--- config.mk ---
export PLATFORM = sky130hd
export DESIGN_NAME = serial_add_sub
export DESIGN_NICKNAME = d
export VERILOG_FILES = /design/src/rtl/serial_add_sub_pkg.sv /design/src/rtl/serial_add_sub_digit.sv /design/src/rtl/serial_add_sub.sv
export SDC_FILE = /design/constraint.sdc
export NUM_CORES = 1
export LEC_CHECK = 0
export BUFFER_PORTS_ARGS = -buffer_cell sky130_fd_sc_hd__buf_2
export CELL_PAD_IN_SITES_DETAIL_PLACEMENT = 0
export CELL_PAD_IN_SITES_GLOBAL_PLACEMENT = 1
export CORE_ASPECT_RATIO = 1.25
export CORE_MARGIN = 4
export CORE_UTILIZATION = 38
export DETAILED_ROUTE_END_ITERATION = 10
export GPL_TIMING_DRIVEN = 0
export PLACE_DENSITY_LB_ADDON = 0.1
export SLEW_MARGIN = 20
export SYNTH_ARGS = -nofsm -noshare
export SYNTH_HDL_FRONTEND = slang
export SYNTH_SLANG_ARGS = --single-unit
--- constraint.sdc ---
create_clock -name clk -period 2.22 [get_ports clk]
set_input_delay 0.444 -clock clk [delete_from_list [all_inputs] [get_ports clk]]
set_output_delay 0.444 -clock clk [all_outputs]
set_load 0.01 [all_outputs]
--- src/rtl/serial_add_sub_pkg.sv ---
`default_nettype none
// ============================================================================
// Module   : serial_add_sub_pkg
// Purpose  : Shared definitions for the digit-serial adder/subtractor:
//            opcode constants, FSM state encoding and the signed saturation
//            constant generator.
// Ports    : none (package)
// Revision : 1.0 - initial release
// ============================================================================
package serial_add_sub_pkg;

  localparam logic OP_ADD = 1'b0;
  localparam logic OP_SUB = 1'b1;

  typedef enum logic [1:0] {
    ST_IDLE = 2'd0,
    ST_RUN  = 2'd1,
    ST_DONE = 2'd2
  } state_t;

  // Widest operand the saturation generator supports.
  localparam int SAT_MAX_W = 256;

  // Signed saturation value for a given width: 0x7F..F for a positive
  // overflow (neg = 0), 0x80..0 for a negative overflow (neg = 1).
  // Callers keep the low 'width' bits.
  function automatic logic [SAT_MAX_W-1:0] sat_value(input int width, input logic neg);
    logic [SAT_MAX_W-1:0] v;
    v = '0;
    for (int i = 0; i < SAT_MAX_W; i++) begin
      if (i < width - 1)
        v[i] = ~neg;
      else if (i == width - 1)
        v[i] = neg;
    end
    return v;
  endfunction

endpackage
`default_nettype wire

--- src/rtl/serial_add_sub_digit.sv ---
`default_nettype none
// ============================================================================
// Module   : digit_add_sub
// Purpose  : Combinational DIGIT-bit ripple add slice used by serial_add_sub.
// Ports    : a_d, b_d (DIGIT) - operand digits (b_d already inverted for sub)
//            cin            - carry into the digit
//            sum_d (DIGIT)  - digit sum
//            cout_d         - carry out of the digit MSB
//            msb_cin        - carry into the digit MSB (for overflow)
// Revision : 1.0 - initial release
// ============================================================================
module digit_add_sub #(
  parameter int DIGIT = 8
) (
  input  logic [DIGIT-1:0] a_d,
  input  logic [DIGIT-1:0] b_d,
  input  logic             cin,
  output logic [DIGIT-1:0] sum_d,
  output logic             cout_d,
  output logic             msb_cin
);

  logic [DIGIT:0] w_full;

  assign w_full = {1'b0, a_d} + {1'b0, b_d} + {{DIGIT{1'b0}}, cin};
  assign sum_d  = w_full[DIGIT-1:0];
  assign cout_d = w_full[DIGIT];
  // Sum bit = a ^ b ^ carry-in, so the carry into the MSB falls out directly.
  assign msb_cin = a_d[DIGIT-1] ^ b_d[DIGIT-1] ^ sum_d[DIGIT-1];

endmodule
`default_nettype wire

--- src/rtl/serial_add_sub.sv ---
`default_nettype none
// ============================================================================
// Module   : serial_add_sub
// Purpose  : Multi-cycle two's-complement adder/subtractor. Processes a
//            WIDTH-bit operand pair DIGIT bits per clock, LSB digit first,
//            with the inter-digit carry held in a register.
// Ports    : clk, rst_n (async, active-low)
//            in_valid / in_ready   - operation handshake (a, b, opcode)
//            out_valid / out_ready - result handshake
//            result, cout, overflow, zero - result and flags
// Config   : SERIAL_ADD_SUB_SAT_EN - when defined, signed overflow replaces
//            the result with the saturation value.
// Revision : 1.0 - initial release
// ============================================================================
module serial_add_sub
  import serial_add_sub_pkg::*;
#(
  parameter int WIDTH = 32,
  parameter int DIGIT = 8
) (
  input  logic             clk,
  input  logic             rst_n,
  input  logic             in_valid,
  output logic             in_ready,
  input  logic [WIDTH-1:0] a,
  input  logic [WIDTH-1:0] b,
  input  logic             opcode,
  output logic             out_valid,
  input  logic             out_ready,
  output logic [WIDTH-1:0] result,
  output logic             cout,
  output logic             overflow,
  output logic             zero
);

  localparam int N     = WIDTH / DIGIT;
  localparam int CNT_W = (N > 1) ? $clog2(N) : 1;

  state_t             r_state;
  logic [WIDTH-1:0]   r_a;
  logic [WIDTH-1:0]   r_b;
  logic [WIDTH-1:0]   r_result;
  logic [CNT_W-1:0]   r_cnt;
  logic               r_carry;
  logic               r_cout;
  logic               r_ovf;
  logic               r_zero;

  logic [DIGIT-1:0]   w_sum_d;
  logic               w_cout_d;
  logic               w_msb_cin;
  logic [WIDTH-1:0]   w_res_next;
  logic [WIDTH-1:0]   w_final;
  logic               w_last;
  logic               w_ovf;

  // Operands are shifted right after every digit, so the current digit is
  // always in the low DIGIT bits.
  digit_add_sub #(.DIGIT(DIGIT)) u_digit (
    .a_d     (r_a[DIGIT-1:0]),
    .b_d     (r_b[DIGIT-1:0]),
    .cin     (r_carry),
    .sum_d   (w_sum_d),
    .cout_d  (w_cout_d),
    .msb_cin (w_msb_cin)
  );

  // Result digits enter at the top and shift down; after N digits the first
  // digit has reached bit 0.
  generate
    if (DIGIT == WIDTH) begin : g_single_digit
      assign w_res_next = w_sum_d;
    end else begin : g_multi_digit
      assign w_res_next = {w_sum_d, r_result[WIDTH-1:DIGIT]};
    end
  endgenerate

  assign w_last = (r_cnt == CNT_W'(N - 1));
  // Only meaningful on the final digit: carry-in vs carry-out of the MSB.
  assign w_ovf  = w_cout_d ^ w_msb_cin;

`ifdef SERIAL_ADD_SUB_SAT_EN
  // A's MSB is in r_a[DIGIT-1] during the final digit.
  assign w_final = w_ovf ? WIDTH'(sat_value(WIDTH, r_a[DIGIT-1])) : w_res_next;
`else
  assign w_final = w_res_next;
`endif

  assign in_ready  = (r_state == ST_IDLE) && rst_n;
  assign out_valid = (r_state == ST_DONE);
  assign result    = r_result;
  assign cout      = r_cout;
  assign overflow  = r_ovf;
  assign zero      = r_zero;

  always_ff @(posedge clk or negedge rst_n) begin
    if (!rst_n) begin
      r_state  <= ST_IDLE;
      r_a      <= '0;
      r_b      <= '0;
      r_result <= '0;
      r_cnt    <= '0;
      r_carry  <= 1'b0;
      r_cout   <= 1'b0;
      r_ovf    <= 1'b0;
      r_zero   <= 1'b0;
    end else begin
      case (r_state)
        ST_IDLE: begin
          if (in_valid) begin
            // Subtract as a + ~b + 1.
            r_a     <= a;
            r_b     <= b ^ {WIDTH{opcode == OP_SUB}};
            r_carry <= (opcode == OP_SUB);
            r_cnt   <= '0;
            r_state <= ST_RUN;
          end
        end
        ST_RUN: begin
          r_a     <= r_a >> DIGIT;
          r_b     <= r_b >> DIGIT;
          r_carry <= w_cout_d;
          if (w_last) begin
            r_result <= w_final;
            r_cout   <= w_cout_d;
            r_ovf    <= w_ovf;
            r_zero   <= (w_final == '0);
            r_state  <= ST_DONE;
          end else begin
            r_result <= w_res_next;
            r_cnt    <= r_cnt + CNT_W'(1);
          end
        end
        ST_DONE: begin
          if (out_ready)
            r_state <= ST_IDLE;
        end
        default: r_state <= ST_IDLE;
      endcase
    end
  end

endmodule
`default_nettype wire

==> Word-level counts from Yosys, hierarchy flattened <==
Index checks and enable logic that the tools add are counted.
{ "totals": {"output_inout_bits": 37, "input_bits": 69, "regBits": 104} }
{ "op_classes": {"muxes": 13, "eq_ne": 7, "bitwise": 4, "addsub": 3, "reduce_logical": 8} }
{ "ops": {"columns": ["operator", "count"], "rows": [
  ["$pmux 32 s2", 2],
  ["$mux 32", 2],
  ["$logic_not 32->1", 1],
  ["$xor 32x32->32", 1],
  ["$mux 2", 5],
  ["$add 8x8->9", 1],
  ["$add 9x1->9", 1],
  ["$ne 2x2->1 const B", 3],
  ["$pmux 2 s3", 1],
  ["$reduce_and 3->1", 2],
  ["$eq 2x2->1 const B", 2],
  ["$pmux 2 s2", 1],
  ["$reduce_and 2->1", 2],
  ["$xor 1x1->1", 3],
  ["$add 2x1->2 const B", 1],
  ["$eq 2x1->1 const B", 1],
  ["$logic_not 2->1", 1],
  ["$ne 2x1->1 const B", 1],
  ["$pmux 1 s2", 1],
  ["$reduce_bool 2->1", 1],
  ["$logic_and 1x1->1", 1],
  ["$mux 1", 1]
]} }

==> Longest topological paths before layout <==
Gate-level depths: netlist of run 1.
{ "depth": {"ltp_word": 4, "mapped_depth": 7, "ltp_nobuf": 7} }

==> Cells and area by module <==
From an unflattened synthesis of run 1, not the netlist that was laid out.
{ "hier_totals": {"cells_unflattened": 515, "hier_area_um2": 5171.2} }
{ "modules_own_cells": {"columns": ["module", "area_each_um2", "n_inst", "cells_each"], "rows": [
  ["serial_add_sub", 4807.1, 1, 472],
  ["digit_add_sub", 364.1, 1, 43]
]} }

==> Worst setup path after synthesis of run 1 <==
OpenSTA, ideal clock, no wires.
{ "synth_path": {"kind": "register -> register", "from": "reg r_a[0]", "to": "reg r_carry", "path_slack_ps": -58, "t_required_ps": 2087, "path_stages_with_launch": 8, "arrival_time_ps": 2145, "setup_ps": 133, "path_cell_list": "dfrtp_1 > fa_1 > fa_1 > a21o_1 > a22o_1 > o41ai_4 > o2bb2ai_1 > o21ai_0"} }
{ "synth_via": {"elab_chain_cells": 3} }
{ "synth_rtl": {"columns": ["item", "line", "text"], "rows": [
  ["start, declared", "serial_add_sub.sv:40", "logic [WIDTH-1:0] r_a;"],
  ["start signal, assigned", "serial_add_sub.sv:120", "r_a <= r_a >> DIGIT;"],
  ["$add 8x8->9", "serial_add_sub_digit.sv:25", "assign w_full = {1'b0, a_d} + {1'b0, b_d} + {{DIGIT{1'b0}}, cin};"],
  ["$add 9x1->9", "serial_add_sub_digit.sv:25", null],
  ["$pmux 1 s2", "serial_add_sub.sv:108", "case (r_state)"],
  ["end signal, assigned", "serial_add_sub.sv:114", "r_carry <= (opcode == OP_SUB);"],
  ["end signal, assigned", "serial_add_sub.sv:122", "r_carry <= w_cout_d;"],
  ["end, declared", "serial_add_sub.sv:44", "logic r_carry;"]
]} }
Every way passes these cells.
A chain may end at the register's enable or synchronous reset.

==> Worst setup path after layout of run 1 <==
Ends and elaborated chain as after synthesis.

==> impl_metrics.yaml, run 1 <==
run_status:
  status: "complete, but fails checks"
  violations: "setup timing"
sta:
  drv_slew: 0
  fin_ws_ns: -0.117
  rsz0062_at_grt: "yes"
  fmax_mhz: 428
  hold_viol: 0
  maxSlewHeadroom_pct: 63.9
  fin_worst_skew_ns: 0.00824
  report.final.setup_viol: 4
  period_share_pct: 105
  fin_crit_ns: 2.34
  worst_pin_slew_ns: 0.541
  setup-tns-final_ns: -0.323
placement:
  place_congestion: 0.778
  port_buffers: 104
  dp_hpwl_mm: 9.98
  place_ws_ns: -0.227
floorplan:
  num_io_pins: 106
  num_rows: 47
  die_height_um: 138
  core_region_area_um2: 13200
  die_x_um: 112
  start_util_pct: 38.8
  dieArea_um2: 15400
power:
  powerDensity_nw_per_um2: 1480
  finalPower_w: 0.00932
  vdd_ir_drop_max_mv: 0.570
  p_leak_nw: 3.10
grt:
  track_usage_pct: 17.8
  grt_pass1_vias: 4159
  grt_overflow_total: 0
  antenna_found_initial: 0
  grt_pass1_wl_mm: 21.6
  grt_max_degree: 59
synth:
  netlist_area_um2: 5130
  syn_inst: 520
  ys_seq_area_share_pct: 50.7
  avgSynthCellArea_um2: 9.87
  synth_seq_cells: 104
  synth_top_area_share_pct: 50.7
  synth_warnings: 0
  syn_nets: 599
  yosys.area.top_type: "dfrtp_1"
  yosysUniqueCellTypes: 35
  synth_area_leaders: "dfrtp_1 (51%), nand2_1 (8.6%), xor2_1 (5.8%)"
worst_setup_path:
  ff2ff_setup_slack_ns: -0.12
  worstPathCellList: "fa_2, fa_2, a21o_1, a22o_1, o41ai_4, buf_4, o2bb2ai_2, o21ai_1"
  worstPathMaxFanout: 3
  rr_endpoint: "r_carry"
  crit_buf_inv: 1
  r2r.worst_path.cells: 8
  worstPathRequired_ns: 2.44
  cp-endpoint: "r_carry"
  critPathLaunch: "r_a[0]"
  critPathMaxStageDelay_ns: 0.43
  critical_path_depth: 8
  crit_type: "flip-flop to flip-flop"
  timing.rr.start: "r_a[0]"
  cp-start-kind: "flip-flop"
  critPathMostFrequentCell: "fa_2"
  cp-end-kind: "flip-flop"
  worst_ep_arrival_time_ns: 2.56
  crit_family: "compound AO/OA/AOI/OAI gates"
  cp_slowest_cell: "fa_2"
layout:
  drive_gt1_share_pct: 24.9
  syn2layout_area_growth_pct: 22.7
  fill_cells: 1306
  nets: 724
  antennaDiodeCount: 0
clock_network:
  htreeDepth: 3
  numClockSinks: 104
  cts_max_path_buffers: 2
  clk_pin_slew_ns: 0.08
  cts_tree: "built"
  cts_root_buffer: "clkbuf_16"
  cts_buffers: 9
  clock_latency_ns: 0.35
min_path:
  hp-class: "input port to async pin"
detailed_routing:
  drt-initial-drc-count: 244
  wire_per_inst_um: 16.2
  drtPass1Iterations: 6
  vias_per_cell: 4.97
  drt_wl_total_mm: 13.3
  vias: 4081
  postRouteAntennaNets: 0
  drc: 0
run:
  max-cap-violations: 0
==> cell usage after synthesis <==
cell type / n
nand2_1: 117
dfrtp_1: 104
o21ai_0: 55
xor2_1: 34
nor2b_1: 27
a21oi_1: 25
a22oi_1: 24
mux2i_1: 24
clkbuf_1: 21
a22o_1: 17
buf_2: 14
ha_1: 8
nor2_1: 8
nor4_1: 7
xnor2_1: 5
inv_1: 3
o21bai_1: 3
fa_1: 2
mux2_2: 2
nand2b_1: 2
nand4_1: 2
o31ai_1: 2
o41ai_4: 2
a211oi_2: 1
a21o_1: 1
a21o_2: 1
a221oi_2: 1
and3_2: 1
buf_1: 1
clkbuf_2: 1
nor3_1: 1
nor3b_1: 1
o211ai_1: 1
o21ai_1: 1
o2bb2ai_1: 1
==> stage by stage <==
step                      util, %  instance area [um^2]  hold slack, ns  std cells
after floorplan                 -                  5130           0.148        520
after global placement       44.3                  5870           0.455        795
after detailed placement     44.6                  5900           0.415        796
after CTS                    47.1                  6230          0.0364        816
after global routing         47.6                  6290          0.0527        821
final                        47.6                  6290          0.0230        821
==> how the worst min path moves through the flow <==
stage / from / to / slack, ns / cells past startpoint
2_1_floorplan: rst_n / cout / 0.15 / 0
3_3_place_gp: result[6] / result[6] / 0.45 / 2
3_5_place_dp: rst_n / result[23] / 0.42 / 1
4_1_cts: rst_n / result[23] / 0.04 / 1
5_1_grt: rst_n / result[23] / 0.05 / 1
6_report: rst_n / result[23] / 0.02 / 1
==> final cells by class <==
cell class | instances | area, um^2 | area share (%)
buffer | 37 | 159 | 2.52
clock buffer | 9 | 225 | 3.58
clock inverter | 7 | 52.6 | 0.835
inverter | 3 | 11.3 | 0.179
multi-input combinational | 376 | 2410 | 38.3
sequential | 104 | 2600 | 41.3
tap | 171 | 214 | 3.40
timing repair buffer | 114 | 622 | 9.88
==> flip-flops by register name, indices dropped and copies added, names as in the netlist <==
| signal | cells |
|---|---|
| cout | 1 |
| overflow | 1 |
| r_a | 32 |
| r_b | 32 |
| r_carry | 1 |
| r_cnt | 2 |
| r_state | 2 |
| result | 32 |
| zero | 1 |
==> metal layers <==
layer,global-route usage [%],wire (um)
met5,0,0
met2,31.5,6790
met4,6.15,204
met3,2.58,576
met1,22.4,5710
==> timing repair <==
item	in CTS	in global routing
buffers inserted	4	5
hold buffers	0	0
endpoints found under the setup margin	5	5
gates resized for setup	6	6
pin swaps	11	9
==> logic make-up (layout without fill, tap and decap cells) <==
kind of cell / after synthesis / in the layout / synth area share [%]
muxes: 26 / 26 / 5.12
and+or+nand+nor: 166 / 166 / 14.2
buffers and inverters: 40 / 170 / 3.29
adders and majority gates: 10 / 10 / 2.73
DFF: 104 / 104 / 50.7
AOI/OAI and AO/OA: 135 / 135 / 17.3
xor gates and xnor gates: 39 / 39 / 6.66
==> cell usage in the layout (no fill, tap or decap), types with 7 or more instances in the layout <==
cell / n
a22oi_1: 24
a22o_1: 17
ha_1: 8
a21oi_1: 25
nor2_1: 7
clkbuf_1: 20
mux2i_1: 24
nand2_1: 117
dfrtp_1: 104
xor2_1: 34
o21ai_0: 53
nor2b_1: 27
clkbuf_16: 9
buf_4: 9
buf_2: 117
==> report_power, final <==
part           internal (W)  total [W]  switching [W]
combinational       0.00191    0.00442        0.00252
sequential          0.00273    0.00338       0.000652
clock              0.000772    0.00151       0.000742
total               0.00541    0.00932        0.00391
Note: power is estimated with default switching activity, not from simulation.
==> inputs of run 2 (changes only) <==
==> constraint.sdc (replaced) <==
create_clock -name clk -period 2.22 [get_ports clk]
set_input_delay 0.555 -clock clk [delete_from_list [all_inputs] [get_ports clk]]
set_output_delay 0.555 -clock clk [all_outputs]
set_load 0.01 [all_outputs]
==> run 2 against run 1 <==
- the run still ends with setup timing left
- combinational power about the same
- count of clock-buffer cells in the layout unchanged
- core utilization increased by 0.085 points
- largest cell class unchanged
- power about the same
- via count decreased by 0.15%
- clock power about the same
- sequential power about the same
==> impl_metrics.yaml, run 2 (synthesis results as in run 1) <==
run_status:
  status: "complete, but fails checks"
  violations: "setup timing"
sta:
  rsz0062_at_grt: "yes"
  fin_crit_ns: 2.34
  report.final.setup_viol: 4
  drv_slew: 0
  fin_worst_skew_ns: 0.00824
  maxSlewHeadroom_pct: 63.9
  setup-tns-final_ns: -0.323
  hold_viol: 0
  fin_ws_ns: -0.117
  period_share_pct: 105
  fmax_mhz: 428
  worst_pin_slew_ns: 0.541
grt:
  antenna_found_initial: 0
  track_usage_pct: 17.8
  grt_pass1_wl_mm: 21.6
  grt_pass1_vias: 4159
  grt_max_degree: 59
  grt_overflow_total: 0
run:
  max-cap-violations: 0
clock_network:
  cts_max_path_buffers: 2
  htreeDepth: 3
  postCtsHoldBufs: 0
  numClockSinks: 104
  clock_latency_ns: 0.35
  cts_buffers: 9
  cts_tree: "built"
  clk_pin_slew_ns: 0.08
  cts_root_buffer: "clkbuf_16"
placement:
  dp.cells: 796
  dp_hpwl_mm: 9.98
  port_buffers: 104
  place_congestion: 0.778
floorplan:
  dieArea_um2: 15400
  num_rows: 47
  start_util_pct: 38.8
  die_x_um: 112
  die_height_um: 138
  core_region_area_um2: 13200
  num_io_pins: 106
worst_setup_path:
  cp-start-kind: "flip-flop"
  critPathMaxStageDelay_ns: 0.43
  worst_ep_arrival_time_ns: 2.56
  cp-endpoint: "r_carry"
  worstPathCellList: "fa_2, fa_2, a21o_1, a22o_1, o41ai_4, buf_4, o2bb2ai_2, o21ai_1"
  r2r.worst_path.cells: 8
  critPathLaunch: "r_a[0]"
  timing.rr.start: "r_a[0]"
  worstPathMaxFanout: 3
  cp-end-kind: "flip-flop"
  crit_type: "flip-flop to flip-flop"
  cp_slowest_cell: "fa_2"
  critPathMostFrequentCell: "fa_2"
  worstPathRequired_ns: 2.44
  ff2ff_setup_slack_ns: -0.12
  rr_endpoint: "r_carry"
detailed_routing:
  drt_wl_total_mm: 13.3
  vias_per_cell: 4.96
  drtPass1Iterations: 6
  postRouteAntennaNets: 0
  drt-initial-drc-count: 243
  vias: 4075
  wire_per_inst_um: 16.2
  drc: 0
power:
  p_leak_nw: 3.11
  vdd_ir_drop_max_mv: 0.570
  powerDensity_nw_per_um2: 1480
layout:
  final_cell_mix: "buf_2 (118), nand2_1 (117), dfrtp_1 (104)"
  final_common_cell: "buf_2"
  antennaDiodeCount: 0
  finalNonFillerCells: 821
  drive_gt1_share_pct: 25.2
  nets: 724
  syn2layout_area_growth_pct: 22.9
  fill_cells: 1304
min_path:
  hp-class: "input port to async pin"
## run 2: worst max-delay path, delay by kind of cell (launching register included)
family                     cells  cell delay, ns
AOI/OAI and AO/OA              5            0.82
adders and majority gates      2            0.80
DFF                            1            0.41
buffers and inverters          1            0.18
## run 2: worst min path at each step
stage,slack (ns),cells past startpoint,endpoint
after floorplan,0.26,0,cout
after global placement,0.45,2,result[6]
after detailed placement,0.46,2,result[1]
after CTS,0.06,1,result[23]
after global routing,0.07,1,result[23]
final,0.06,1,result[23]
## run 2: metal layers
| metal | global-route usage (%) | vias up | wire length, um |
|---|---|---|---|
| li1 | - | 2037 | - |
| met1 | 22.4 | 1935 | 5700 |
| met2 | 31.5 | 91 | 6790 |
| met3 | 2.58 | 12 | 587 |
| met4 | 6.15 | 0 | 204 |
| met5 | 0 | - | 0 |
## run 2: metrics by stage
stage          area (um^2)  total power [W]  util, %  hold slack [ns]  setup slack, ns
5_1_grt               6310           0.0102     47.7           0.0673           -0.222
3_3_place_gp          5870          0.00750     44.3            0.455            -1.23
2_1_floorplan         5130          0.00620        -            0.259          0.00393
6_report              6310          0.00932     47.7           0.0567           -0.117
3_5_place_dp          5900          0.00761     44.6            0.456           -0.227
4_1_cts               6230          0.00927     47.1           0.0632           -0.147
## run 2: final cells by class
type	count	area [um^2]	area share, %
Clock inverter	7	52.6	0.833
Multi-Input combinational cell	376	2410	38.2
Clock buffer	9	225	3.57
Inverter	3	11.3	0.179
Tap cell	171	214	3.39
Buffer	37	161	2.56
Timing Repair Buffer	114	631	10.0
Sequential cell	104	2600	41.3
## run 2: report_power, final
part	switching [W]	internal (W)	total, W
Clock	0.000742	0.000772	0.00151
Sequential	0.000652	0.00273	0.00338
Combinational	0.00252	0.00191	0.00443
## run 2: repair_timing
| action | 4_1_cts | 5_1_grt |
|---|---|---|
| endpoints found under the setup margin | 5 | 6 |
| pin swaps | 11 | 9 |
| setup buffers | 4 | 5 |
| resized for setup | 8 | 10 |
==> inputs of run 3 (changes only) <==
--- a/config.mk
+++ b/config.mk
@@ -14,6 +14,7 @@
 export DETAILED_ROUTE_END_ITERATION = 10
 export GPL_TIMING_DRIVEN = 0
 export PLACE_DENSITY_LB_ADDON = 0.1
+export SKIP_LAST_GASP = 1
 export SLEW_MARGIN = 20
 export SYNTH_ARGS = -nofsm -noshare
 export SYNTH_HDL_FRONTEND = slang
==> run 3 against run 2 <==
- the flow still finishes with violations (setup timing)
- worst hold slack better by 0.052 ns
- cell area is 0.32% higher
- global-route usage stayed put
- non-clock buffer count is 1 higher
- cell count is 0.12% higher
- sequential cell count stayed put
- power hardly changed
- critical endpoint unchanged
- largest power group unchanged
- highest routed layer unchanged
==> impl_metrics.yaml, run 3 (synthesis results as in run 1) <==
run_status:
  status: "complete, but fails checks"
  violations: "setup timing"
detailed_routing:
  drtPass1Iterations: 4
  highest_layer: "met4"
  vias_per_cell: 5.00
  postRouteAntennaNets: 0
  drt-initial-drc-count: 170
  met1Wirelength_mm: 5.81
  vias: 4110
  drc: 0
  wire_per_inst_um: 16.2
  dr_wl_met2_mm: 6.85
  drt_wl_total_mm: 13.3
  dr_wl_met3_um: 479
grt:
  track_usage_pct: 17.8
  antenna_found_initial: 0
  grt_max_degree: 59
  grt_overflow_total: 0
  grt_pass1_wl_mm: 21.6
  grt_pass1_vias: 4159
power:
  netSwitchingPower_w: 0.00391
  switching_share_pct: 41.9
  p_leak_nw: 3.12
  power.internal_w: 0.00542
  pwr-share-seq_pct: 36.3
  combPwrFrac_pct: 47.5
  vdd_ir_drop_max_mv: 0.570
  clkPwrFrac_pct: 16.2
  powerDensity_nw_per_um2: 1480
layout:
  syn2layout_area_growth_pct: 23.3
  fin_util_pct: 47.8
  antennaDiodeCount: 0
  final_cell_mix: "buf_2 (118), nand2_1 (117), dfrtp_1 (104)"
  drive_gt1_share_pct: 25.3
  nets: 725
  final_common_cell: "buf_2"
min_path:
  hp-class: "input port to async pin"
placement:
  dp_hpwl_mm: 9.98
  place_congestion: 0.778
  port_buffers: 104
sta:
  rsz0062_at_grt: "yes"
  fin_crit_ns: 2.34
  fin_ws_ns: -0.124
  hold_viol: 0
  period_share_pct: 106
  fin_worst_skew_ns: 0.00803
  maxSlewHeadroom_pct: 64.6
  drv_slew: 0
  setup-tns-final_ns: -0.328
  fmax_mhz: 427
  worst_pin_slew_ns: 0.530
  report.final.setup_viol: 4
floorplan:
  num_io_pins: 106
  core_region_area_um2: 13200
  die_x_um: 112
  num_rows: 47
  die_height_um: 138
  start_util_pct: 38.8
  dieArea_um2: 15400
worst_setup_path:
  ff2ff_setup_slack_ns: -0.12
  rr_endpoint: "r_carry"
  worst_ep_arrival_time_ns: 2.56
  cp-start-kind: "flip-flop"
  timing.rr.start: "r_a[0]"
  worstPathRequired_ns: 2.44
  worstPathMaxFanout: 3
  r2r.worst_path.cells: 8
  cp-end-kind: "flip-flop"
  crit_type: "flip-flop to flip-flop"
clock_network:
  cts_max_path_buffers: 2
  clk_pin_slew_ns: 0.08
  cts_buffers: 9
  postCtsHoldBufs: 0
  numClockSinks: 104
  cts_root_buffer: "clkbuf_16"
  cts_tree: "built"
  clock_latency_ns: 0.35
  htreeDepth: 3
run:
  max-cap-violations: 0
[run 3: cell types whose count changed in the layout (fill, tap and decap cells not counted), sizes merged]
cell and delta:
clkbuf +1
[run 3: worst max path at each step]
stage | startpoint | endpoint | slack (ns) | depth (start not counted)
6_report | r_a[0] | r_carry | -0.12 | 8
5_1_grt | r_a[0] | r_carry | -0.23 | 8
4_1_cts | r_carry | r_carry | -0.16 | 8
3_5_place_dp | r_a[0] | r_carry | -0.23 | 7
3_3_place_gp | rst_n | in_ready | -1.23 | 3
2_1_floorplan | r_a[0] | r_carry | 0.004 | 7
[run 3: layout make-up]
cell class,instances,area (um^2)
plain buffers,37,161
clock buffers,9,225
clock inverters,7,52.6
fillers,1301,6910
inverters,3,11.3
multi-input cells,376,2410
flip-flops and latches,104,2600
well taps,171,214
repair buffers,115,651
[run 3: through the flow]
stage                     instances  area [um^2]  setup slack, ns  hold WS [ns]  power [W]
after CTS                       816         6220           -0.161         0.147    0.00926
after floorplan                 520         5130          0.00393         0.259    0.00620
after detailed placement        796         5900           -0.227         0.456    0.00761
after global routing            822         6330           -0.230         0.137     0.0102
after global placement          795         5870            -1.23         0.455    0.00750
final                           822         6330           -0.124         0.109    0.00933
[run 3: what timing repair did]
| item | in CTS | in global routing |
|---|---|---|
| cloned | 0 | 1 |
| setup endpoints to repair | 5 | 6 |
| pin swaps | 11 | 10 |
| gates resized for setup | 4 | 15 |
| buffers inserted | 4 | 5 |
[run 3: worst max-delay path, cell delays in order (launching register included)]
cell	delay [ns]
dfrtp_1	0.41
fa_2	0.42
fa_2	0.37
a21o_1	0.20
a22o_1	0.24
o41ai_4	0.22
buf_4	0.18
o2bb2ai_2	0.10
o21ai_1	0.07
[run 3: power by group through the flow]
stage	Combinational [W]	Clock, W	Sequential (W)
after detailed placement	0.00417	0	0.00343
after global routing	0.00504	0.00163	0.00351
final	0.00443	0.00152	0.00338
after floorplan	0.00285	0	0.00335
after CTS	0.00430	0.00156	0.00340
after global placement	0.00409	0	0.00341
[run 3: layer usage]
| layer | GRT usage, % | vias to the layer above |
|---|---|---|
| li1 | - | 2046 |
| met5 | 0 | - |
| met4 | 6.15 | 0 |
| met2 | 31.5 | 82 |
| met1 | 22.4 | 1970 |
| met3 | 2.58 | 12 |
